===== src/rtl/mem_load_pkg.sv =====
// Shared types for the load-return path: stage states, captured request, width codes.
// Width encodings mirror memWidth1/memWidth2/memWidth4 from constants.v.
package mem_load_pkg;

  localparam logic [1:0] memWidth1 = 2'b00;
  localparam logic [1:0] memWidth2 = 2'b01;
  localparam logic [1:0] memWidth4 = 2'b10;

  // Widest destination index the captured request can carry.
  localparam int unsigned DST_W_MAX = 8;

  typedef enum logic [1:0] {
    IDLE,
    RESP,
    HELD
  } state_e;

  typedef struct packed {
    logic [31:0]          addr;
    logic [1:0]           width;
    logic                 is_signed;
    logic [DST_W_MAX-1:0] dst;
  } load_req_t;

  function automatic logic misaligned(input logic [31:0] addr, input logic [1:0] width);
    case (width)
      memWidth1: return 1'b0;
      memWidth2: return addr[0];
      default:   return addr[1:0] != 2'b00;
    endcase
  endfunction

endpackage


===== src/rtl/load_formatter.sv =====
// Combinational lane select and sign/zero extension of a 32-bit SRAM read word.
module load_formatter
  import mem_load_pkg::*;
(
  input  logic [31:0] rdata_i,
  input  logic [1:0]  addr_lo_i,
  input  logic [1:0]  width_i,
  input  logic        is_signed_i,
  output logic [31:0] data_o
);

  logic [15:0] half;
  logic [7:0]  byte_sel;

  always_comb begin
    half     = addr_lo_i[1] ? rdata_i[31:16] : rdata_i[15:0];
    byte_sel = rdata_i[7:0];
    case (addr_lo_i)
      2'd0:    byte_sel = rdata_i[7:0];
      2'd1:    byte_sel = rdata_i[15:8];
      2'd2:    byte_sel = rdata_i[23:16];
      default: byte_sel = rdata_i[31:24];
    endcase

    // Unused width code 2'b11 falls through to the full word.
    case (width_i)
      memWidth1: data_o = {{24{is_signed_i & byte_sel[7]}}, byte_sel};
      memWidth2: data_o = {{16{is_signed_i & half[15]}}, half};
      default:   data_o = rdata_i;
    endcase
  end

endmodule


===== src/rtl/load_align_stage.sv =====
// Load-return stage: captures the load request, formats SRAM read data one cycle later,
// and holds the result across stalls. Optional macro: LOAD_MISALIGN_EXC_EN.
module load_align_stage
  import mem_load_pkg::*;
#(
  parameter int unsigned DST_W = 5
) (
  input  logic             clk,
  input  logic             reset,
  input  logic             stall,
  input  logic             flush,
  input  logic             req_valid,
  input  logic [31:0]      req_addr,
  input  logic [1:0]       req_width,
  input  logic             req_signed,
  input  logic [DST_W-1:0] req_dst,
  output logic             req_misaligned,
  input  logic [31:0]      data_sram_rdata,
  output logic             ld_valid,
  output logic [31:0]      ld_data,
  output logic [DST_W-1:0] ld_dst,
  output logic             ld_exception,
  output logic [31:0]      ld_badvaddr
);

  state_e      state_q, state_d;
  load_req_t   req_q, req_d;
  logic [31:0] hold_q, hold_d;
  logic [31:0] fmt_data;
  logic [31:0] live_data;
  logic        accept;
  logic        exc_cur;
  logic        unused_req;

  assign accept = req_valid && !stall && !flush;

`ifdef LOAD_MISALIGN_EXC_EN
  assign req_misaligned = misaligned(req_addr, req_width);
  assign exc_cur        = misaligned(req_q.addr, req_q.width);
`else
  assign req_misaligned = 1'b0;
  assign exc_cur        = 1'b0;
`endif

  load_formatter u_formatter (
    .rdata_i     (data_sram_rdata),
    .addr_lo_i   (req_q.addr[1:0]),
    .width_i     (req_q.width),
    .is_signed_i (req_q.is_signed),
    .data_o      (fmt_data)
  );

  assign live_data = exc_cur ? '0 : fmt_data;

  // hold_q tracks every RESP result, so it serves both as stall buffer and as the
  // "last value" ld_data shows while idle.
  always_comb begin
    state_d = state_q;
    req_d   = req_q;
    hold_d  = hold_q;

    if (accept) begin
      req_d = '{addr: req_addr, width: req_width, is_signed: req_signed,
                dst: DST_W_MAX'(req_dst)};
    end
    if (state_q == RESP && !flush) begin
      hold_d = live_data;
    end

    if (flush) begin
      state_d = IDLE;
    end else begin
      case (state_q)
        IDLE:       state_d = accept ? RESP : IDLE;
        RESP, HELD: state_d = stall ? HELD : (accept ? RESP : IDLE);
        default:    state_d = IDLE;
      endcase
    end
  end

  always_ff @(posedge clk) begin
    if (!reset) begin
      state_q <= IDLE;
      req_q   <= '0;
      hold_q  <= '0;
    end else begin
      state_q <= state_d;
      req_q   <= req_d;
      hold_q  <= hold_d;
    end
  end

  assign ld_valid     = state_q != IDLE;
  assign ld_data      = (state_q == RESP) ? live_data : hold_q;
  assign ld_dst       = req_q.dst[DST_W-1:0];
  assign ld_exception = ld_valid && exc_cur;
  assign ld_badvaddr  = ld_exception ? req_q.addr : '0;

  assign unused_req = ^{req_q.addr, req_q.dst};

endmodule


===== config.mk =====
export PLATFORM = sky130hd
export DESIGN_NAME = load_align_stage
export DESIGN_NICKNAME = d
export VERILOG_FILES = /design/src/rtl/mem_load_pkg.sv /design/src/rtl/load_formatter.sv /design/src/rtl/load_align_stage.sv
export SDC_FILE = /design/constraint.sdc
export NUM_CORES = 1
export LEC_CHECK = 0
export CORE_MARGIN = 2
export CORE_UTILIZATION = 50
export DETAILED_ROUTE_END_ITERATION = 8
export DONT_BUFFER_PORTS = 1
export GPL_TIMING_DRIVEN = 0
export HOLD_SLACK_MARGIN = 0.1
export PLACE_DENSITY = 0.68
export SLEW_MARGIN = 25
export SYNTH_ARGS = -nofsm -noshare
export SYNTH_HDL_FRONTEND = slang
export SYNTH_HIERARCHICAL = 1
export SYNTH_SLANG_ARGS = --single-unit
export TNS_END_PERCENT = 10

===== constraint.sdc =====
create_clock -name clk -period 2.14 [get_ports clk]
set_input_delay 0.535 -clock clk [delete_from_list [all_inputs] [get_ports clk]]
set_output_delay 0.535 -clock clk [all_outputs]
set_load 0.01 [all_outputs]

Yosys cells after proc, flatten, opt, wreduce, memory -nomap -nowiden:

Cells that the tools add are included.

* flip-flop bits (word level): 44
* input port bits: 77
* output and inout bits: 72
* word-level logic and storage cells: 32

* equality and inequality tests: 5
* multiplexer cells: 7
* bitwise logic cells: 3
* reduce and logical (&&, ||, !) cells: 11

Operator list (count)
* $pmux 32 s2: 1
* $mux 32: 1
* $pmux 8 s3: 1
* $mux 16: 1
* $eq 2x1->1 const B: 3
* $logic_not 2->1: 3
* $eq 2x2->1 const B: 2
* $pmux 2 s2: 1
* $reduce_or 2->1: 2
* $logic_and 1x1->1: 3
* $and 1x1->1: 2
* $logic_not 1->1: 2
* $mux 2: 1
* $reduce_bool 2->1: 1
* $mux 1: 1
* $not 1->1: 1

Depth between registers and ports, before layout:

* depth in word-level cells: 6
* mapped depth: 9
* gate-level depth less buffers: 5

Modules after synthesis:

The synthesis kept the hierarchy.

Modules (own cells, without submodules)
* load_align_stage: times used 1, cells an instance 274, area each 2374.8 µm², seq. area each 880.8 µm²
* load_formatter: times used 1, cells an instance 115, area each 875.8 µm², seq. area each 0.0 µm²

Worst setup path after synthesis:

No wires, ideal clock.

* path kind: input port to output port
* from: input port data_sram_rdata[31]
* to: output port ld_data[11]
* arrival: 1.728 ns
* required time: 1.605 ns
* slack: -0.123 ns
* stages on the path: 5
* buffers on the path: 1
* cells stage by stage: mux2_2 -> a32oi_4 -> buf_6 -> o221ai_1 -> mux2_2

* word-level cells in the longest chain between the ends: 4

Ends and longest elaborated chain
* start, declared: RTL line load_align_stage.sv:18 `input logic [31:0] data_sram_rdata,`
* $pmux 8 s3: RTL line load_formatter.sv:18 `case (addr_lo_i)`
* $and 1x1->1: RTL line load_formatter.sv:27 `memWidth1: data_o = {{24{is_signed_i & byte_sel[7]}}, byte_sel};`
* $pmux 32 s2: RTL line load_formatter.sv:26 `case (width_i)`
* named net fmt_data[11]: RTL line load_align_stage.sv:29 `logic [31:0] fmt_data;`
* $mux 32: RTL line load_align_stage.sv:94 `assign ld_data = (state_q == RESP) ? live_data : hold_q;`
* end, declared: RTL line load_align_stage.sv:20 `output logic [31:0] ld_data,`

The timed path passes the listed nets, and every way through them passes these cells.

Final worst setup path:

* from: register req_q[11] (netlist bit)
* to: output port ld_data[30]

* word-level cells in the longest chain between the ends: 5
* elaborated cells between the ends (all ways): 7
* classes of those cells: eq/ne (2); mux (3); bitwise (1); reduce/logical (1)

Ends and longest elaborated chain
* start, declared: RTL line load_align_stage.sv:27 `load_req_t req_q, req_d;`
* start signal, assigned: RTL line load_align_stage.sv:88 `req_q <= req_d;`
* $eq 2x2->1 (tied with other cells): RTL line load_formatter.sv:18
* $pmux 8 s3 *: RTL line load_formatter.sv:18
* $and 1x1->1 *: RTL line load_formatter.sv:27
* $pmux 32 s2 *: RTL line load_formatter.sv:26
* named net fmt_data[30]: RTL line load_align_stage.sv:29
* $mux 32 *: RTL line load_align_stage.sv:94

The timed path passes the listed nets; every way through them passes the cells marked *.

==> metrics.md <==
| Metric | Value |
|---|---|
| Status | `finished, violations left` |
| Violated checks | `negative setup slack` |
| Largest family of logic cells by synthesized area | `compound AO/OA/AOI/OAI gates` |
| Synth Area in XOR/XNOR | `0` |
| Initial DRC Count | `~170` |
| WP data arrival | `about 2 ns` |
| Compound-Gate Fraction of Synth Area | `0.219` |
| Register Area | `~890 um2` |
| CP Class | `reg -> out` |
| Maximum fanout along the worst path | `7` |
| R2r setup slk | `approximately 0.39 ns` |
| Sequential share of the synthesized area | `0.271` |
| Pin count of the biggest net entering global routing | `13` |
| RSZ-0062 raised after global routing | `true` |
| Total clock sinks | `44` |
| Most used cell, CP | `mux2_4` |
| Clk_lat worst skew | `about 0.30 ns` |
| Met3 usage | `0.0728` |
| Antenna cells | `0` |
| Peak VDD IR | `0.378 mV` |
| Post-synthesis cell area | `about 0.0033 mm2` |
| Multi-input logic area | `about 0.0021 mm2` |
| PnR worst setup slack | `-0.395 ns` |
| Final instance area | `roughly 0.0039 mm2` |
| Worst path required time | `approximately 1.6 ns` |
| Min-Delay Path Class | `in -> reg` |
| Die ar. | `slightly above 0.007 mm2` |
| Final WL | `8650 um` |
| #FFs+latches synth | `44` |
| Max stage delay on crit path | `about 0.38 ns` |
| Final Skew | `between 0.009 and 0.01 ns` |
| Simple-gate portion of the synthesized area | `0.167` |
| Vias | `around 2800` |
| Final nets | `about 520` |
| Share of cells above drive strength 1 | `0.335` |
| WL per Instance | `16.8 um` |
| Total CTS buffers | `5` |
| Crit path time final | `~2.5 ns` |
| Pre-antenna DRT Iters | `4` |
| Area leader, netlist | `dfxtp_1` |
| Placeable Area | `between 0.006 and 0.007 mm2` |
| Row count | `29` |
| Crit path launch type | `register` |
| Max Slew Vio Count | `0` |
| Met1 Track Usage GR | `0.288` |
| Reg clk slew, reported paths | `about 0.090 ns` |
| Vias per cell | `~5.4` |
| Pre-CTS setup slack | `-0.321 ns` |
| Design Power | `~0.0017 W` |
| Initial Util | `0.515` |
| CP Cell Sequence | `mux2_4 > a32oi_4 > buf_12 > buf_8 > o211ai_1 > mux2_4` |
| YS warnings | `6` |
| Final period utilization | `1.18` |
| DIE HEIGHT | `84.6 um` |
| CTS max path bufs | `2` |
| Area delta synth->final | `19.7%` |
| Mux contribution to synthesized area | `0.164` |
| Critical path's slowest cell | `dfxtp_4` |
| RePlAce Congestion | `~0.86` |
| Die width | `between 80 and 90 um` |
| DRC | `0` |
| Post-route ant nets | `0` |
| P_leak | `1.58 nW` |
| TritonCTS clock tree | `yes` |
| Power per cell area | `roughly 440 mW/mm2` |
| Initial antenna violation count | `0` |
| Final hold viol count | `0` |
| First-pass GRT wire length | `roughly 14000 um` |
| Largest cells by area after synthesis | `dfxtp_1, mux2_2, nand2_1` |
| Post-synthesis cell type count | `33` |
| Yosys top cell area share | `0.271` |
| CP Capture Type | `primary output` |
| Ports | `149` |
| Syn avg cell area | `roughly 8.4 um2` |
| Grt ovf | `0` |
| Max Cap Viol | `0` |
| Global-route usage over all layers | `0.237` |
| Total negative slack | `-9.55 ns` |
| GR Util met2 | `0.407` |
| Area share of fa/ha/maj cells after synthesis | `0.0115` |
| Setup violations, final | `32` |
| Most Crowded Layer GR | `met2` |
| Vias in the first global route | `approximately 2700` |
| Post-Synthesis Cells | `about 400` |
| DP HPWL | `between 6000 and 7000 um` |
| CTS root buffer | `clkbuf_8` |
| PortBufs | `0` |
| Fillcell total | `580` |
| H-tree depth | `2` |
| Top achievable clock speed | `between 300 and 400 MHz` |
| Placed cell areas | `roughly 0.0036 mm2` |
[worst max-delay path, delay by kind of cell (launching register included)]
family          cells  cell delay, ns
mux                 2            0.62
compound gates      2            0.42
flops               1            0.38
buf+inv             2            0.27
[per-layer routing]
layer	up-vias	part of all wire
met5	-	0
met2	109	0.48
met1	1298	0.41
li1	1371	-
met3	11	0.095
met4	0	0.012
[synth_stat cells, drive strengths merged]
cell type   n
and2b       1
nand3      10
o22a        7
clkinv      1
o21ba       1
mux2i      15
nor3        1
buf        64
clkbuf     10
a21boi     32
conb        1
dfxtp      44
o21ai      10
nor3b       1
nand2      99
o211ai     17
ha          3
nand2b      2
mux2       34
nor2b       9
or3         1
and4        1
o221ai      8
a32oi       1
o2111ai     1
nor2        1
a22oi       9
inv         5
[placed cells by master (no fill, tap or decap), drive strengths merged, types with 2 or more instances in the layout]
| cell | instances |
|---|---|
| clkbuf | 17 |
| a22oi | 9 |
| o22a | 7 |
| nor2b | 9 |
| nand2 | 99 |
| o21ai | 10 |
| inv | 5 |
| o211ai | 17 |
| dfxtp | 44 |
| conb | 34 |
| nand2b | 2 |
| o221ai | 8 |
| mux2 | 34 |
| buf | 73 |
| nand3 | 10 |
| ha | 3 |
| mux2i | 15 |
| a21boi | 32 |
[per-stage QoR]
| step | hold slack (ns) | utilization | cells |
|---|---|---|---|
| 6_report | 0.365 | 0.617 | 516 |
| 5_1_grt | 0.387 | 0.617 | 516 |
| 4_1_cts | 0.366 | 0.604 | 517 |
| 3_5_place_dp | 0.445 | 0.565 | 499 |
| 3_3_place_gp | 0.438 | 0.565 | 499 |
| 2_1_floorplan | 0.433 | - | 422 |
[sequential cells by signal (all words and copies together) (netlist names)]
signal	cells
hold_q	32
ld_dst	5
req_q	5
state_q	2
[worst paths after layout]
| check | startpoint | end | depth (start not counted) |
|---|---|---|---|
| setup reg to reg | req_q[10] | hold_q[20] | 9 |
| setup / recovery | req_q[11] | ld_data[30] | 6 |
| hold / removal | req_dst[2] | ld_dst[2] | 2 |
| hold reg to reg | hold_q[27] | hold_q[27] | 2 |
[cells by family after synthesis]
| group | after synthesis |
|---|---|
| other cells | 1 |
| simple gates | 126 |
| fa+ha+maj | 3 |
| mux | 49 |
| buf+inv | 80 |
| flops | 44 |
| compound gates | 86 |
[repair_timing]
action,in CTS,in global routing
hold buffers,0,0
resized for setup,27,23
endpoints found under the hold margin,0,0
gates cloned,3,0
pin swaps,15,3
endpoints found under the setup margin,32,32
setup buffers,8,0
[power by group]
part | leakage, nW | total [W] | internal [W] | switching [W]
sequential | 0.357 | 0.000833 | 0.000826 | 0.00000639
combinational | 1.18 | 0.000364 | 0.000177 | 0.000187
clock | 0.0410 | 0.000501 | 0.000222 | 0.000279
total | 1.58 | 0.00170 | 0.00123 | 0.000472
[final cells by class]
type,count,share of cell area
Clock buffer,6,0.0186
Buffer,73,0.146
Inverter,6,0.00675
Sequential cell,44,0.228
Tap cell,77,0.0248
Multi-Input combinational cell,298,0.548
Clock inverter,1,0.00129
Timing Repair Buffer,11,0.0267
(Power assumes the default switching activity.)
